===== config.mk =====
export PLATFORM = sky130hd
export DESIGN_NAME = detect_frame_ctrl
export DESIGN_NICKNAME = d
export VERILOG_FILES = /design/src/rtl/detect_pkg.sv /design/src/rtl/pattern_match_core.sv /design/src/rtl/detect_frame_ctrl.sv
export SDC_FILE = /design/constraint.sdc
export NUM_CORES = 1
export LEC_CHECK = 0
export ABC_AREA = 1
export BUFFER_PORTS_ARGS = -buffer_cell sky130_fd_sc_hd__buf_2
export CORE_ASPECT_RATIO = 1.4
export CORE_MARGIN = 3
export CORE_UTILIZATION = 53
export DETAILED_ROUTE_END_ITERATION = 8
export PLACE_DENSITY = 0.72
export SETUP_SLACK_MARGIN = 0.02
export SLEW_MARGIN = 20
export SYNTH_ARGS = -nofsm -noshare
export SYNTH_HDL_FRONTEND = slang
export SYNTH_SLANG_ARGS = --single-unit

===== constraint.sdc =====
create_clock -name ck -period 2.49 [get_ports ck]
set_clock_uncertainty 0.05 [all_clocks]
set_input_delay 0 -clock ck [delete_from_list [all_inputs] [get_ports ck]]
set_output_delay 0 -clock ck [all_outputs]
set_load 0.005 [all_outputs]

===== src/rtl/detect_pkg.sv =====
// Shared types, default widths and config-legality check for the frame-level
// sequence detector.
package detect_pkg;

    localparam int PAT_W_DEF = 4;
    localparam int LEN_W_DEF = 3;
    localparam int CNT_W_DEF = 8;

    typedef enum logic [1:0] {
        ST_IDLE = 2'd0,
        ST_RUN  = 2'd1,
        ST_DONE = 2'd2
    } state_t;

    function automatic logic cfg_ok(input int unsigned len, input int unsigned flen,
                                    input int unsigned pat_w);
        return (len >= 1) && (len <= pat_w) && (flen != 0);
    endfunction

endpackage


===== src/rtl/pattern_match_core.sv =====
// Serial window shift register with a length-masked compare against the pattern.
// hit reflects the window as it will be after the current shift.
import detect_pkg::*;

module pattern_match_core #(
    parameter int PAT_W = PAT_W_DEF,
    parameter int LEN_W = LEN_W_DEF
) (
    input  logic             ck,
    input  logic             rst,
    input  logic             shift_en,
    input  logic             clr,
    input  logic             din,
    input  logic [PAT_W-1:0] pat,
    input  logic [LEN_W-1:0] pat_len,
    output logic             hit
);

    logic [PAT_W-1:0] window;
    logic [PAT_W-1:0] window_nxt;
    logic [PAT_W-1:0] mask;

    assign window_nxt = {window[PAT_W-2:0], din};

    // Pattern bits at or above pat_len take no part in the compare.
    for (genvar g = 0; g < PAT_W; g++) begin : g_mask
        assign mask[g] = (pat_len > LEN_W'(g));
    end

    always_ff @(posedge ck or posedge rst) begin
        if (rst) begin
            window <= '0;
        end else if (clr) begin
            window <= '0;
        end else if (shift_en) begin
            window <= window_nxt;
        end
    end

    assign hit = shift_en && (((window_nxt ^ pat) & mask) == '0);

endmodule


===== src/rtl/detect_frame_ctrl.sv =====
// Frame controller for serial pattern detection. Optional abort input is enabled
// by DETECT_FRAME_ABORT_EN.  States: IDLE | wait for start, RUN | consume one
// din per cycle, DONE | one-cycle done pulse.
import detect_pkg::*;

module detect_frame_ctrl #(
    parameter int PAT_W = PAT_W_DEF,
    parameter int LEN_W = LEN_W_DEF,
    parameter int CNT_W = CNT_W_DEF
) (
    input  logic             ck,
    input  logic             rst,
    input  logic             start,
    input  logic [PAT_W-1:0] pat,
    input  logic [LEN_W-1:0] pat_len,
    input  logic [CNT_W-1:0] frame_len,
    input  logic             din,
    output logic             din_req,
    output logic             busy,
    output logic             match,
    output logic [CNT_W-1:0] match_cnt,
    output logic             done,
    output logic             err
`ifdef DETECT_FRAME_ABORT_EN
    ,
    input  logic             abort
`endif
);

    state_t           state, state_nxt;
    logic [PAT_W-1:0] pat_q;
    logic [LEN_W-1:0] pat_len_q;
    logic [CNT_W-1:0] frame_len_q;
    logic [CNT_W-1:0] bit_cnt;
    logic [CNT_W:0]   bits_seen;
    logic             run, cfg_legal, accept, reject;
    logic             last_bit, hit, match_evt, abort_req;

`ifdef DETECT_FRAME_ABORT_EN
    assign abort_req = run && abort;
`else
    assign abort_req = 1'b0;
`endif

    assign run       = (state == ST_RUN);
    assign cfg_legal = cfg_ok(32'(pat_len), 32'(frame_len), PAT_W);
    assign accept    = (state == ST_IDLE) && start && cfg_legal;
    assign reject    = (state == ST_IDLE) && start && !cfg_legal;
    assign bits_seen = {1'b0, bit_cnt} + {{CNT_W{1'b0}}, 1'b1};
    assign last_bit  = run && (bits_seen == {1'b0, frame_len_q});
    // The cleared window would otherwise match all-zero patterns early.
    assign match_evt = hit && (bits_seen >= (CNT_W+1)'(pat_len_q));

    pattern_match_core #(
        .PAT_W (PAT_W),
        .LEN_W (LEN_W)
    ) u_core (
        .ck       (ck),
        .rst      (rst),
        .shift_en (run),
        .clr      (accept),
        .din      (din),
        .pat      (pat_q),
        .pat_len  (pat_len_q),
        .hit      (hit)
    );

    always_ff @(posedge ck or posedge rst) begin
        if (rst) begin
            state <= ST_IDLE;
        end else begin
            state <= state_nxt;
        end
    end

    always_comb begin
        state_nxt = state;
        din_req   = 1'b0;
        busy      = 1'b0;
        done      = 1'b0;
        case (state)
            ST_IDLE: begin
                if (accept) state_nxt = ST_RUN;
            end
            ST_RUN: begin
                din_req = 1'b1;
                busy    = 1'b1;
                if (abort_req)     state_nxt = ST_IDLE;
                else if (last_bit) state_nxt = ST_DONE;
            end
            ST_DONE: begin
                busy      = 1'b1;
                done      = 1'b1;
                state_nxt = ST_IDLE;
            end
            default: state_nxt = ST_IDLE;
        endcase
    end

    always_ff @(posedge ck or posedge rst) begin
        if (rst) begin
            pat_q       <= '0;
            pat_len_q   <= '0;
            frame_len_q <= '0;
            bit_cnt     <= '0;
            match_cnt   <= '0;
            match       <= 1'b0;
            err         <= 1'b0;
        end else begin
            err   <= reject;
            match <= match_evt;
            if (accept) begin
                pat_q       <= pat;
                pat_len_q   <= pat_len;
                frame_len_q <= frame_len;
                bit_cnt     <= '0;
                match_cnt   <= '0;
            end else if (run) begin
                bit_cnt <= bit_cnt + CNT_W'(1);
                if (match_evt) match_cnt <= match_cnt + CNT_W'(1);
            end
        end
    end

endmodule


# Word level (Yosys, flattened, before mapping)

Cells that the tools add are included.

Logic and storage cells: 56
Register bits: 38
Bits of input ports: 19
Output and inout bits: 13

$lt $le $gt $ge: 7
Eq/ne operators: 5
$add $sub $neg: 3
Reduce and logical (&&, ||, !) cells: 17
Multiplexer cells: 13
Bitwise logic cells: 2

Operator list:

| cell                                                                                 | count |
|---|---|
| 8-bit two-way mux                                                                    | 5 |
| 8-bit by 1-bit adder with 8-bit output (second input constant)                       | 2 |
| 8-bit by 1-bit adder with 9-bit output (second input constant)                       | 1 |
| 9-bit by 8-bit equality test with 1-bit output                                       | 1 |
| 9-bit by 3-bit greater-or-equal comparator with 1-bit output                         | 1 |
| 1-bit logical AND                                                                    | 8 |
| 8-bit nonzero test                                                                   | 1 |
| 3-bit by 1-bit greater-than comparator with 1-bit output (second input constant)     | 2 |
| 3-bit by 2-bit greater-than comparator with 1-bit output (second input constant)     | 2 |
| 3-bit two-way mux                                                                    | 2 |
| 4-bit bitwise AND                                                                    | 1 |
| 4-bit logical NOT                                                                    | 1 |
| 2-bit two-way mux                                                                    | 2 |
| 2-bit one-hot mux with 2 select lines                                                | 1 |
| 2-bit AND reduction                                                                  | 2 |
| 2-bit nonzero test                                                                   | 2 |
| 4-bit XOR                                                                            | 1 |
| 3-bit by 1-bit greater-or-equal comparator with 1-bit output (second input constant) | 1 |
| 3-bit less-or-equal comparator (second input constant)                               | 1 |
| 1-bit two-way mux                                                                    | 3 |
| 2-bit by 1-bit equality test with 1-bit output (second input constant)               | 1 |
| 2-bit equality test (second input constant)                                          | 1 |
| 2-bit logical NOT                                                                    | 1 |
| 2-bit by 1-bit inequality test with 1-bit output (second input constant)             | 1 |
| other kinds (3)                                                                      | 3 |

# Depth between registers and ports, before layout

Gate-level depths: netlist of run 1.

Word-level depth: 8
Depth in mapped cells: 13
Gate-level depth less buffers: 13

# Hierarchy

Synthesis of run 1 repeated with hierarchy kept, for this count alone.

Cells, all modules: 312
Area total of the unflattened synthesis: 2278.4 um^2

Modules (own cells, without submodules):

| module             | seq. area each (um^2) | area each (um^2) | cells an instance | instances |
|---|---|---|---|---|
| detect_frame_ctrl  | 875.8                 | 2028.2           | 270               | 1 |
| pattern_match_core | 75.1                  | 250.2            | 42                | 1 |

# Least setup slack after synthesis of run 1

No wires, ideal clock.

Path type: register to register
Start: register bit_cnt[0]
End: register match_cnt[5]
Period minus slack after synthesis: 1956 ps
Path buffers: 0
Required time: 2374 ps
Path slack: 534 ps
Data arrival time: 1840 ps
Stages on the path, launching flop included: 12
Library setup time: 66 ps
Cells stage by stage: dfrtp_1 -> ha_1 -> nand2_2 -> inv_1 -> nor2_1 -> ha_1 -> a21boi_0 -> nor3_4 -> nand3_4 -> nand2_4 -> nand3_2 -> nand2_1

Word-level cells in the longest chain between the ends: 5

RTL lines:

| element                                                      | line                     | source |
|---|---|---|
| start, declared                                              | detect_frame_ctrl.sv:34  | `logic [CNT_W-1:0] bit_cnt;` |
| start signal, assigned                                       | detect_frame_ctrl.sv:119 | `bit_cnt <= bit_cnt + CNT_W'(1);` |
| 8-bit by 1-bit adder with 9-bit output                       | detect_frame_ctrl.sv:49  | `assign bits_seen = {1'b0, bit_cnt} + {{CNT_W{1'b0}}, 1'b1};` |
| 9-bit by 3-bit greater-or-equal comparator with 1-bit output | detect_frame_ctrl.sv:52  | `assign match_evt = hit && (bits_seen >= (CNT_W+1)'(pat_len_q));` |
| 1-bit logical AND                                            | detect_frame_ctrl.sv:52  |  |
| 2-bit nonzero test (no line)                                 | -                        |  |
| 2-bit AND reduction (no line)                                | -                        |  |
| end signal, assigned                                         | detect_frame_ctrl.sv:120 | `if (match_evt) match_cnt <= match_cnt + CNT_W'(1);` |
| end, declared                                                | detect_frame_ctrl.sv:21  | `output logic [CNT_W-1:0] match_cnt,` |

Every way passes these cells.
A chain may end at the register's enable or synchronous reset.

# Worst setup path in the final report of run 1

Start: register bit_cnt[0]
End: register match_cnt[7]

The elaborated chain is that of the path after synthesis.

==> run summary, run 1 <==
The flow ran to the end, and the final reports show no timing, DRC or antenna violations. The die covers 0.005352 mm^2. The type of origin of the critical path was a flop. 0 antenna diodes ended up in the layout.

Worst slew slack as a fraction of its limit: 67.52%. For this block, the routed nets add up to 5270 um of wire. The net count of the finished layout is 385. The number of nets still failing antenna checks after routing came out at 0. Once routing completed, OpenROAD measured the worst setup slack at 0.3254 ns. The gate family responsible for the most delay along the worst path was simple AND/OR/NAND/NOR gates.

The critical path ends at match_cnt[7]. By instance count, the cell type seen most on the critical path is sky130_fd_sc_hd__ha_1. Setup violations remaining at the end of the flow were counted as 0.

The startpoint of the worst register-to-register path is bit_cnt[0]. In this run the count of I/O pins placed on the die edge is 32. For this design, the CTS-stage hold fixing added 17 buffers.

After synthesis, the mean cell area works out to 7.871 um^2. The ratio of total power to cell area is 989.2 mW/mm^2, and the post-layout minimum cycle time is 2.165 ns. The post-route netlist has 19.94% of its cells at a drive strength greater than 1.

The number of buffers inserted to repair setup after CTS was 0. The die extent in y was 85.37 um. The cell sitting at the root of the clock tree is a sky130_fd_sc_hd__clkbuf_8. The run gives 21.95% as the combined global-route utilization of all metal layers. The most used flip-flop cell after synthesis is sky130_fd_sc_hd__dfrtp_1. The insertion delay of the later-clocked pin in the worst-skew pair is 0.29 ns.

Of all nets on the critical path, the largest fanout is 9. The total power is 2.848 mW. On the worst path, the slowest cell contributes a delay of 0.44 ns. The first routing iteration left 98 violations. Row generation in the floorplan step produced 28 rows. At the placement stage, the worst setup path has a slack of 0.3234 ns.

The endpoint identified for the worst register-to-register timing path is match_cnt[7]. At the end of routability-driven placement, the weighted congestion stood at 0.8669. The x dimension of the die was 62.69 um. The first global-routing pass estimated 9377 um of wire. TritonCTS built the clock tree. Derived from the worst setup path, the maximum achievable clock frequency is 0.4620 GHz. Traced cell by cell, the critical path runs through ha_1, nand2_2, inv_1, nor2_1, ha_1, a21boi_0, nor3_4, nand3_4, nand2_4, nand3_2, nand2_1. The wire length per cell was 12.67 um.

The run gives 331 as the net count after synthesis. The tools report the number of warning messages in the yosys log as 0. The number of detailed-route iterations in the first pass came out at 4. The area growth from synthesis to final layout was 20.72%; the post-detailed-placement half-perimeter wirelength was 3760 um. The origin of the worst setup path was bit_cnt[0]. Sequential elements use 39.87% of the synthesized area. Cell type of the slowest stage on the worst timing path: sky130_fd_sc_hd__dfrtp_1. Counting the buffers created by CTS gives 5. Setup repair after global routing left no endpoint under its margin. The number of gates resized after cts is 0. Depth of the critical timing path with buffers and inverters included: 11.

The share of flip-flops with an asynchronous set or reset after synthesis was 100.0%. Counting along the longest clock path gives a buffer depth of 2. The count of endpoints failing hold in the final timing report was 0.

Data on the critical path arrives at its endpoint at 2.34 ns. Largest vdd supply drop: 0.5438 mV. Buffering stage count on the worst path with inverters included: 1.

The via count of the first global-routing pass came out at 2153. STA classifies the critical path endpoint as a flop. For the pin with the worst max-slew slack, the measured transition is 0.4872 ns. The clock-pin slew reported for the worst setup and hold paths after clock tree synthesis is 0.07 ns, and the post-route setup TNS is 0 ns. The run gives 0.004274 mm^2 as the area of the placeable core. The count of vias placed by the detailed router is 2126, and the post-synthesis cell count is 303. The count of buffers added on input and output ports is 31. Summed over all layers, the global routing overflow is 0.

The register-to-register setup slack is 0.33 ns. The count of flip-flops with a built-in enable after synthesis is 0. The worst path uses 86.93% of the clock period. The run gives 1.574 nW as the static leakage. Max-cap violations in this run came to 0.

The cell area that synthesis handed to floorplanning was 0.002385 mm^2. After detailed routing, the number of remaining DRC violations is 0. The run gives 0 as the initial antenna violation count. Yosys mapped the design onto 29 distinct sky130hd cell types. The initial standard-cell utilization of the core was 55.80%. The critical path is of the reg -> reg type.

The count of state elements after synthesis is 38, and the number of pins exceeding their max-slew limit in the final report is 0. The worst endpoint required time is 2.67 ns, and the CTS sink count is 38. Entering global routing, the biggest net connects 39 pins. The number of H-tree branching levels is 2, and the per-cell via count in the routed design is 5.111.

The class of the worst hold path is in -> reg. For the worst flop-to-flop path, the logic depth is 11.
-- flip-flops by register name (all words and copies together), names as in the netlist --
signal / cells
bit_cnt: 8
err: 1
frame_len_q: 8
match: 1
match_cnt: 8
pat_len_q: 3
pat_q: 4
state: 2
u_core.window: 3
-- cell usage after synthesis, types with 4 or more instances --
| cell | count | area [um^2] |
|---|---|---|
| sky130_fd_sc_hd__inv_1 | 51 | 191.4 |
| sky130_fd_sc_hd__ha_1 | 9 | 112.6 |
| sky130_fd_sc_hd__nor2_1 | 15 | 56.30 |
| sky130_fd_sc_hd__a21boi_0 | 5 | 37.54 |
| sky130_fd_sc_hd__nand3_2 | 9 | 90.09 |
| sky130_fd_sc_hd__xnor2_1 | 6 | 52.55 |
| sky130_fd_sc_hd__nand2_2 | 6 | 37.54 |
| sky130_fd_sc_hd__nand3_1 | 22 | 110.1 |
| sky130_fd_sc_hd__o21ai_0 | 21 | 105.1 |
| sky130_fd_sc_hd__mux2_2 | 4 | 45.04 |
| sky130_fd_sc_hd__nand2_1 | 79 | 296.5 |
| sky130_fd_sc_hd__nand4_1 | 10 | 62.56 |
| sky130_fd_sc_hd__dfrtp_1 | 38 | 950.9 |
-- logic make-up after synthesis --
family / synth area share [%]
simple gates: 33.05
compound gates: 8.395
flops: 39.87
xor+xnor: 2.938
buf+inv: 9.129
mux: 1.889
fa+ha+maj: 4.722
-- layout by cell type, fill, tap and decap left out --
master	count
sky130_fd_sc_hd__buf_2	31
sky130_fd_sc_hd__o21ai_2	1
sky130_fd_sc_hd__dfrtp_1	38
sky130_fd_sc_hd__a31oi_1	2
sky130_fd_sc_hd__nand2_2	6
sky130_fd_sc_hd__nor2_2	1
sky130_fd_sc_hd__nand4_1	10
sky130_fd_sc_hd__a21oi_1	2
sky130_fd_sc_hd__or2_1	1
sky130_fd_sc_hd__inv_1	51
sky130_fd_sc_hd__nand3_1	22
sky130_fd_sc_hd__nand2_1	79
sky130_fd_sc_hd__nand3_4	1
sky130_fd_sc_hd__buf_4	5
sky130_fd_sc_hd__nand3_2	9
sky130_fd_sc_hd__o21bai_2	1
sky130_fd_sc_hd__o211ai_1	1
sky130_fd_sc_hd__clkbuf_8	6
sky130_fd_sc_hd__nand3b_1	3
sky130_fd_sc_hd__xor2_1	2
sky130_fd_sc_hd__nor2_1	15
sky130_fd_sc_hd__ha_1	9
sky130_fd_sc_hd__a21boi_1	1
sky130_fd_sc_hd__dlygate4sd3_1	17
sky130_fd_sc_hd__xnor2_1	6
sky130_fd_sc_hd__nor2_4	2
sky130_fd_sc_hd__nand2_4	1
sky130_fd_sc_hd__nor3_4	3
sky130_fd_sc_hd__a21boi_0	5
sky130_fd_sc_hd__o21ai_0	21
sky130_fd_sc_hd__mux2_2	4
-- how the worst min path moves through the flow --
stage                     start                to  slack, ns  cells after the start
after global routing        din  u_core.window[0]       0.05                      4
after floorplan           start               err       0.08                      2
after global placement      rst          pat_q[2]       0.09                      3
after CTS                   din  u_core.window[0]       0.03                      4
final                       din  u_core.window[0]       0.03                      4
after detailed placement    rst          pat_q[2]        0.1                      3
-- stage by stage --
| stage | instance area [um^2] | hold slack, ns | util (%) | std cells |
|---|---|---|---|---|
| CTS | 2879 | 0.02717 | 67.36 | 416 |
| finish | 2879 | 0.02654 | 67.36 | 416 |
| floorplan | 2385 | 0.08362 | - | 303 |
| global placement | 2626 | 0.09181 | 61.45 | 393 |
| detailed placement | 2626 | 0.09546 | 61.45 | 393 |
| global route | 2879 | 0.05118 | 67.36 | 416 |
-- report_power, final --
part / leakage [nW] / internal (mW) / switching, mW
combinational: 1.04 / 0.557 / 0.868
sequential: 0.494 / 0.821 / 0.176
clock: 0.0431 / 0.214 / 0.213
-- final cells by class --
type | count | area, um^2
fillers | 381 | 1395
multi-input cells | 208 | 1216
flip-flops and latches | 38 | 950.9
repair buffers | 53 | 362.8
inverters | 51 | 191.4
clock buffers | 6 | 82.58
well taps | 60 | 75.07
-- worst register-to-register path, cell delays in order (launching register included) --
cell	delay, ns
sky130_fd_sc_hd__dfrtp_1	0.44
sky130_fd_sc_hd__ha_1	0.25
sky130_fd_sc_hd__nand2_2	0.12
sky130_fd_sc_hd__inv_1	0.07
sky130_fd_sc_hd__nor2_1	0.13
sky130_fd_sc_hd__ha_1	0.24
sky130_fd_sc_hd__a21boi_0	0.15
sky130_fd_sc_hd__nor3_4	0.17
sky130_fd_sc_hd__nand3_4	0.15
sky130_fd_sc_hd__nand2_4	0.18
sky130_fd_sc_hd__nand3_2	0.08
sky130_fd_sc_hd__nand2_1	0.08
-- per-layer routing --
| metal | track usage (%) | part of all wire (%) | vias up |
|---|---|---|---|
| met5 | 0 | 0 | - |
| met4 | 9.438 | 2.7 | 0 |
| met3 | 3.311 | 4.2 | 13 |
| met2 | 38.64 | 50 | 55 |
| met1 | 26.56 | 43 | 985 |
| li1 | - | - | 1073 |
No activity file was read; power rests on OpenSTA's default activity.
==> run 2: changes to the inputs <==
--- a/config.mk
+++ b/config.mk
@@ -11,6 +11,7 @@
 export CORE_MARGIN = 3
 export CORE_UTILIZATION = 53
 export DETAILED_ROUTE_END_ITERATION = 8
+export GPL_TIMING_DRIVEN = 0
 export PLACE_DENSITY = 0.72
 export SETUP_SLACK_MARGIN = 0.02
 export SLEW_MARGIN = 20
==> run summary, run 2 (synthesis results as in run 1) <==
Number of buffers on the longest clock path: 2 (unchanged). For the insertion delay of the later-clocked pin in the worst-skew pair, the log shows 0.30 ns (about the same). The depth of the worst register-to-register path was 11 (unchanged).

The post-detailed-placement half-perimeter wirelength came out at 3999 um (+6.4%). The count of hold buffers inserted by post-cts repair is 17 (unchanged), and the total power is 2.966 mW (+4.1%). The run gives 2.42 ns (+0.08 ns) as the worst endpoint data arrival time. The worst setup path is captured at a flop. The final setup violation count was 0 (unchanged); the largest net degree at the start of global routing was 21 (-46%). The ratio of total power to cell area works out to 1015 mW/mm^2 (+2.6%). The tools report the root buffer cell as sky130_fd_sc_hd__clkbuf_8. For the area of the multi-input gates, the log shows 0.001216 mm^2 (unchanged). Transition at the pin with the smallest max-transition slack: 0.5449 ns (+0.05763 ns).

The initial standard-cell utilization of the core is 55.80% (unchanged). The number of pins exceeding their max-slew limit in the final report came out at 0 (unchanged). The number of antenna cells inserted was 0 (unchanged).

The min-delay analysis places its worst path in the category in -> reg. The number of detailed-route iterations in the first pass was 4 (unchanged). The logs give 0 (unchanged) for the number of buffers inserted to repair setup after CTS and 387 (+0.52%) for the post-layout net count. The die extent in y is 85.37 um (unchanged), and the post-route worst hold slack is 0.02512 ns (-0.001417 ns). The final estimated routing congestion in global placement is 0.8488 (-2.1%), and the number of cells on the worst hold path is 4 (unchanged). Number of gates resized after cts: 0 (unchanged).

TritonCTS built the clock tree. The post-layout minimum cycle time is 2.228 ns (+0.06374 ns), and the fill cell instance count of the final layout is 374 (-1.8%). The largest vdd supply drop is 0.5855 mV (+7.7%), and the fraction of layout cells with a size suffix above 1 is 20.28% (+0.33 points). In the layout the commonest cells are 79 x sky130_fd_sc_hd__nand2_1, 50 x sky130_fd_sc_hd__inv_1, 38 x sky130_fd_sc_hd__dfrtp_1, 34 x sky130_fd_sc_hd__buf_2, 22 x sky130_fd_sc_hd__nand3_1. The total I/O pin count is 32 (unchanged).

The run gives 0.005352 mm^2 (unchanged) as the floorplan die area. The worst endpoint required time came out at 2.68 ns (about the same). The number of nets still failing antenna checks after routing is 0 (unchanged), and the count of routing violations after the opening detailed-route iteration is 99 (+1.0%). The most frequent standard cell in the layout excluding fill and tap cells is sky130_fd_sc_hd__nand2_1.

The x dimension of the die is 62.69 um (unchanged). The remaining routing DRC violations was 0 (unchanged). Count of vias placed by the detailed router: 2085 (-1.9%). The worst slew slack as a fraction of its limit came out at 63.67% (-3.8 points). The startpoint identified for the worst hold timing path is din. The via count of the first global-routing pass was 2062 (-4.2%); the per-cell via count in the routed design was 4.964 (-2.9%). The logs give 5403 um (+2.5%) for the overall routed net length and 28 (unchanged) for the floorplan row count. The quantity of I/O buffers inserted on ports was 31 (unchanged); the number of H-tree branching levels was 2 (unchanged). The worst setup path is launched from a flop. The maximum fanout along the worst path was 9 (unchanged). The clock-pin slew reported for the worst setup and hold paths after clock tree synthesis works out to 0.08 ns (about the same). The first-pass GRT wire length is 9453 um (+0.81%), and the area occupied by registers is 950.9 um^2 (unchanged).

The CTS sink count is 38 (unchanged). The run gives 0 (unchanged) as the initial antenna violation count. The run finished with clean final reports. The startpoint identified for the worst register-to-register timing path is bit_cnt[0]. The run gives 0 (unchanged) as the count of endpoints failing hold in the final timing report. The capture point of the worst reg-to-reg path is match_cnt[7]. The highest clock frequency the design can meet is 0.4488 GHz (-2.9%). Setup repair after global routing left no endpoint under its margin. The share of the clock period used by the worst path after layout is 89.49% (+2.6 points). Critical path class: reg -> reg. The area of the placeable core was 0.004274 mm^2 (unchanged). The max-cap check violation count came out at 0 (unchanged). In the final layout, the registers with the most flip-flops are bit_cnt (8), frame_len_q (8), match_cnt (8). Post-route setup TNS: 0 ns (unchanged). The register-to-register setup slack is 0.26 ns (-0.06 ns), and the combined global-route utilization of all metal layers is 22.45% (+0.50 points).

For the total grt overflow, the log shows 0 (unchanged). Hold path endpoint: u_core.window[0]. The static leakage is 1.589 nW (+0.97%), and the total clock buffers created by CTS is 5 (unchanged).

Wire length per cell: 12.86 um (+1.5%). Relative to the synthesized area, the layout overhead comes to 22.51%.
## run 2: cell count changes in the layout (fill, tap and decap cells not counted)
| cell | delta |
|---|---|
| sky130_fd_sc_hd__buf_16 | +1 |
| sky130_fd_sc_hd__buf_2 | +3 |
| sky130_fd_sc_hd__buf_4 | -5 |
| sky130_fd_sc_hd__bufinv_16 | +1 |
| sky130_fd_sc_hd__clkbuf_1 | +3 |
| sky130_fd_sc_hd__clkbuf_8 | -1 |
| sky130_fd_sc_hd__clkinv_2 | +2 |
| sky130_fd_sc_hd__inv_1 | -1 |
| sky130_fd_sc_hd__inv_2 | +1 |
## run 2: critical path: stages (launching register included)
cell and delay, ns:
sky130_fd_sc_hd__dfrtp_1 0.46, sky130_fd_sc_hd__ha_1 0.25, sky130_fd_sc_hd__nand2_2 0.12, sky130_fd_sc_hd__inv_1 0.07, sky130_fd_sc_hd__nor2_1 0.14, sky130_fd_sc_hd__ha_1 0.24
sky130_fd_sc_hd__a21boi_0 0.15, sky130_fd_sc_hd__nor3_4 0.17, sky130_fd_sc_hd__nand3_4 0.17, sky130_fd_sc_hd__nand2_4 0.19, sky130_fd_sc_hd__nand3_2 0.07, sky130_fd_sc_hd__nand2_1 0.08
## run 2: stage by stage
stage                     utilization, %  instances  cell area [um^2]  worst slack, ns
after floorplan                        -        303              2385           0.5339
after global placement             61.18        394              2615           0.2822
after detailed placement           61.83        395              2643           0.2836
after CTS                          68.35        420              2922           0.2590
after global routing               68.35        420              2922          0.05208
final                              68.35        420              2922           0.2616
## run 2: final cells by class
| class | instances | share of cell area, % |
|---|---|---|
| tap | 60 | 2.570 |
| clock inverter | 3 | 1.370 |
| inverter | 51 | 6.552 |
| buffer | 6 | 0.8994 |
| multi-input combinational | 208 | 41.63 |
| timing repair buffer | 49 | 12.08 |
| clock buffer | 5 | 2.355 |
| sequential | 38 | 32.55 |
## run 2: worst max path at each step
| stage | start | depth (start not counted) | end |
|---|---|---|---|
| after floorplan | bit_cnt[0] | 11 | match_cnt[5] |
| after global placement | bit_cnt[0] | 11 | match_cnt[7] |
| after detailed placement | bit_cnt[0] | 11 | match_cnt[7] |
| after CTS | bit_cnt[0] | 11 | match_cnt[7] |
| after global routing | bit_cnt[0] | 11 | match_cnt[7] |
| final | bit_cnt[0] | 11 | match_cnt[7] |
## run 2: per-layer routing
metal	vias up	GRT usage (%)	routed length, um
li1	1078	-	-
met4	0	9.036	141
met3	10	4.238	166
met5	-	0	0
met2	39	40.58	2758
met1	958	25.94	2338
## run 2: report_power, final
part	leakage (nW)	internal (mW)	switching, mW	total, mW
Sequential	0.494	0.820	0.182	1.00
Combinational	1.04	0.547	0.887	1.43
Clock	0.0579	0.295	0.234	0.529
==> run 3: changes to the inputs <==
--- a/config.mk
+++ b/config.mk
@@ -8,7 +8,6 @@
 export ABC_AREA = 1
 export BUFFER_PORTS_ARGS = -buffer_cell sky130_fd_sc_hd__buf_2
 export CORE_ASPECT_RATIO = 1.4
-export CORE_MARGIN = 3
 export CORE_UTILIZATION = 53
 export DETAILED_ROUTE_END_ITERATION = 8
 export GPL_TIMING_DRIVEN = 0
==> run summary, run 3 (synthesis results as in run 1) <==
The flow ran to the end, and the final reports show no timing, DRC or antenna violations. The area growth from synthesis to final layout was 22.51% (unchanged). The tools report the floorplan row count as 28 (unchanged). Clock tree synthesis selected as its root buffer the cell sky130_fd_sc_hd__clkbuf_8. The post-layout minimum cycle time was 2.247 ns (+0.01813 ns). The total grt overflow is 0 (unchanged).

The most frequent standard cell in the layout excluding fill and tap cells was sky130_fd_sc_hd__nand2_1. The initial standard-cell utilization of the core was 55.80% (unchanged). The worst slew slack as a fraction of its limit was 63.72% (about the same); the highest clock frequency the design can meet was 0.4451 GHz (-0.81%). The worst hold path belongs to the class in -> reg. Die extent in y: 81.37 um (-4.7%).

The floorplan die area was 0.004776 mm^2 (-11%); the longest individual stage delay on the worst path was 0.45 ns (about the same). The tools report the static leakage as 1.589 nW (unchanged). The total I/O pin count came out at 32 (unchanged). Largest vdd supply drop: 0.6001 mV (+2.5%). The x dimension of the die came out at 58.69 um (-6.4%).

The ratio of total power to cell area came out at 1018 mW/mm^2 (+0.28%). The tools report the count of vias placed by the detailed router as 2146 (+2.9%). For the worst endpoint required time, the log shows 2.67 ns (about the same). The via count of the first global-routing pass was 2188 (+6.1%); the initial antenna violation count was 0 (unchanged). The wire length per cell came out at 13.22 um (+2.8%). The post-detailed-placement half-perimeter wirelength was 4035 um (+0.89%).

STA classifies the critical path endpoint as a flop. The library cells used most frequently in the layout, excluding fill and tap cells, are 79 x sky130_fd_sc_hd__nand2_1, 50 x sky130_fd_sc_hd__inv_1, 38 x sky130_fd_sc_hd__dfrtp_1, 34 x sky130_fd_sc_hd__buf_2, 22 x sky130_fd_sc_hd__nand3_1. The number of cells on the worst hold path works out to 4 (unchanged).

The number of antenna cells inserted was 0 (unchanged). The logs give 387 (unchanged) for the post-layout net count and 83 (-16%) for the count of routing violations after the opening detailed-route iteration. The largest registers in the layout are bit_cnt (8), frame_len_q (8), match_cnt (8).

The critical path class was reg -> reg. The depth of the critical timing path with buffers and inverters included is 11 (unchanged), and the placement-stage worst setup slack is 0.2667 ns (-0.01693 ns). The count of endpoints failing hold in the final timing report came out at 0 (unchanged). The signal on the critical path passes through ha_1, nand2_2, inv_1, nor2_1, ha_1, a21boi_0, nor3_4, nand3_4, nand2_4, nand3_2, nand2_1. Area after detailed placement: 0.002643 mm^2 (unchanged). Final standard cell area without fillers: 0.002922 mm^2 (unchanged). The overall routed net length is 5552 um (+2.8%). The total clock buffers created by CTS was 5 (unchanged). The maximum fanout along the worst path came out at 9 (unchanged).

The worst setup path is launched from a flop. Broken down by cell family, the worst path's largest delay share belongs to simple AND/OR/NAND/NOR gates. TritonCTS built the clock tree. Depth of the worst register-to-register path: 11 (unchanged). The run gives 2 (unchanged) as the number of H-tree branching levels. For this design, the slowest cell found on the critical path is sky130_fd_sc_hd__dfrtp_1. CTS sink count: 38 (unchanged).

The max-cap check violation count came out at 0 (unchanged). The number of nets still failing antenna checks after routing came out at 0 (unchanged). The worst endpoint data arrival time is 2.42 ns (about the same), and the per-cell via count in the routed design is 5.110 (+2.9%). The logs give 0.8860 (+4.4%) for the final estimated routing congestion in global placement and 2 (unchanged) for the number of buffers on the longest clock path. The logs give 0 ns (unchanged) for the post-route setup TNS and 21 (unchanged) for the largest net degree at the start of global routing. Remaining routing DRC violations: 0 (unchanged). The critical path's most frequent cell is sky130_fd_sc_hd__ha_1. The logs give 0.29 ns (about the same) for the insertion delay of the later-clocked pin in the worst-skew pair and 0 (unchanged) for the number of pins exceeding their max-slew limit in the final report.

The share of the clock period used by the worst path after layout was 90.22% (+0.73 points); the number of buffers inserted to repair setup after CTS was 0 (unchanged). The combined global-route utilization of all metal layers is 26.52% (+4.1 points), and the register-to-register setup slack is 0.24 ns (-0.02 ns). The tools report the final setup violation count as 0 (unchanged). The quantity of I/O buffers inserted on ports works out to 31 (unchanged). The fraction of layout cells with a size suffix above 1 was 20.28% (unchanged); the setup slack of the critical path after layout was 0.2435 ns (-0.01813 ns). Number of detailed-route iterations in the first pass: 4 (unchanged). The number of gates resized after cts is 0 (unchanged). The clock-pin slew reported for the worst setup and hold paths after clock tree synthesis was 0.08 ns (about the same); the transition at the pin with the smallest max-transition slack was 0.5443 ns (-0.0006257 ns).

The area of the placeable core came out at 0.004274 mm^2 (unchanged). For the first-pass GRT wire length, the log shows 9356 um (-1.0%). Setup repair after global routing left no endpoint under its margin.

The buffering stage count on the worst path with inverters included works out to 1 (unchanged).
-- run 3: cell counts in the layout (fill, tap and decap cells not counted) --
No cell type changed its count.
-- run 3: per-stage QoR --
| stage | hold slack, ns | instances | power (mW) | util, % |
|---|---|---|---|---|
| after floorplan | 0.08362 | 303 | 2.050 | - |
| after global placement | 0.1824 | 394 | 2.402 | 61.18 |
| after detailed placement | -0.01190 | 395 | 2.438 | 61.83 |
| after CTS | 0.01673 | 420 | 2.988 | 68.35 |
| after global routing | 0.05742 | 420 | 3.226 | 68.35 |
| final | 0.03033 | 420 | 2.974 | 68.35 |
-- run 3: final timing paths --
kind	to	from
max reg2reg	match_cnt[0]	bit_cnt[0]
min	u_core.window[0]	din
max in group asynchronous	bit_cnt[7]	rst
max	match_cnt[0]	bit_cnt[0]
min reg2reg	pat_len_q[1]	pat_len_q[1]
min in group asynchronous	pat_q[3]	rst
-- run 3: final cells by class --
type / count / area [um^2]
multi-input combinational: 208 / 1216
clock inverter: 3 / 40.04
tap: 60 / 75.07
fill: 366 / 1353
timing repair buffer: 49 / 352.8
clock buffer: 5 / 68.82
sequential: 38 / 950.9
buffer: 6 / 26.28
inverter: 51 / 191.4
-- run 3: per-layer routing --
layer  up-vias  global-route usage (%)  routed length, um
met4         0                   11.43                 81
met1      1021                   29.57               2313
met5         -                       0                  0
li1       1078                       -                  -
met2        41                   49.08               2975
met3         6                   4.140                182
-- run 3: worst min-delay path, delay by kind of cell --
family                 cells  cell delay, ns
AND/OR/NAND/NOR            1            0.07
buffers and inverters      2            0.16
AO/OA/AOI/OAI              1            0.12
-- run 3: timing repair --
action / CTS / global route
endpoints found under the setup margin: 0 / 0
hold buffers: 17 / 0
endpoints found under the hold margin: 34 / 0
-- run 3: where the power goes --
| group | total (mW) | leakage [nW] | switching [mW] | internal [mW] |
|---|---|---|---|---|
| sequential | 1.01 | 0.494 | 0.189 | 0.820 |
| clock | 0.525 | 0.0579 | 0.230 | 0.295 |
| combinational | 1.44 | 1.04 | 0.892 | 0.548 |
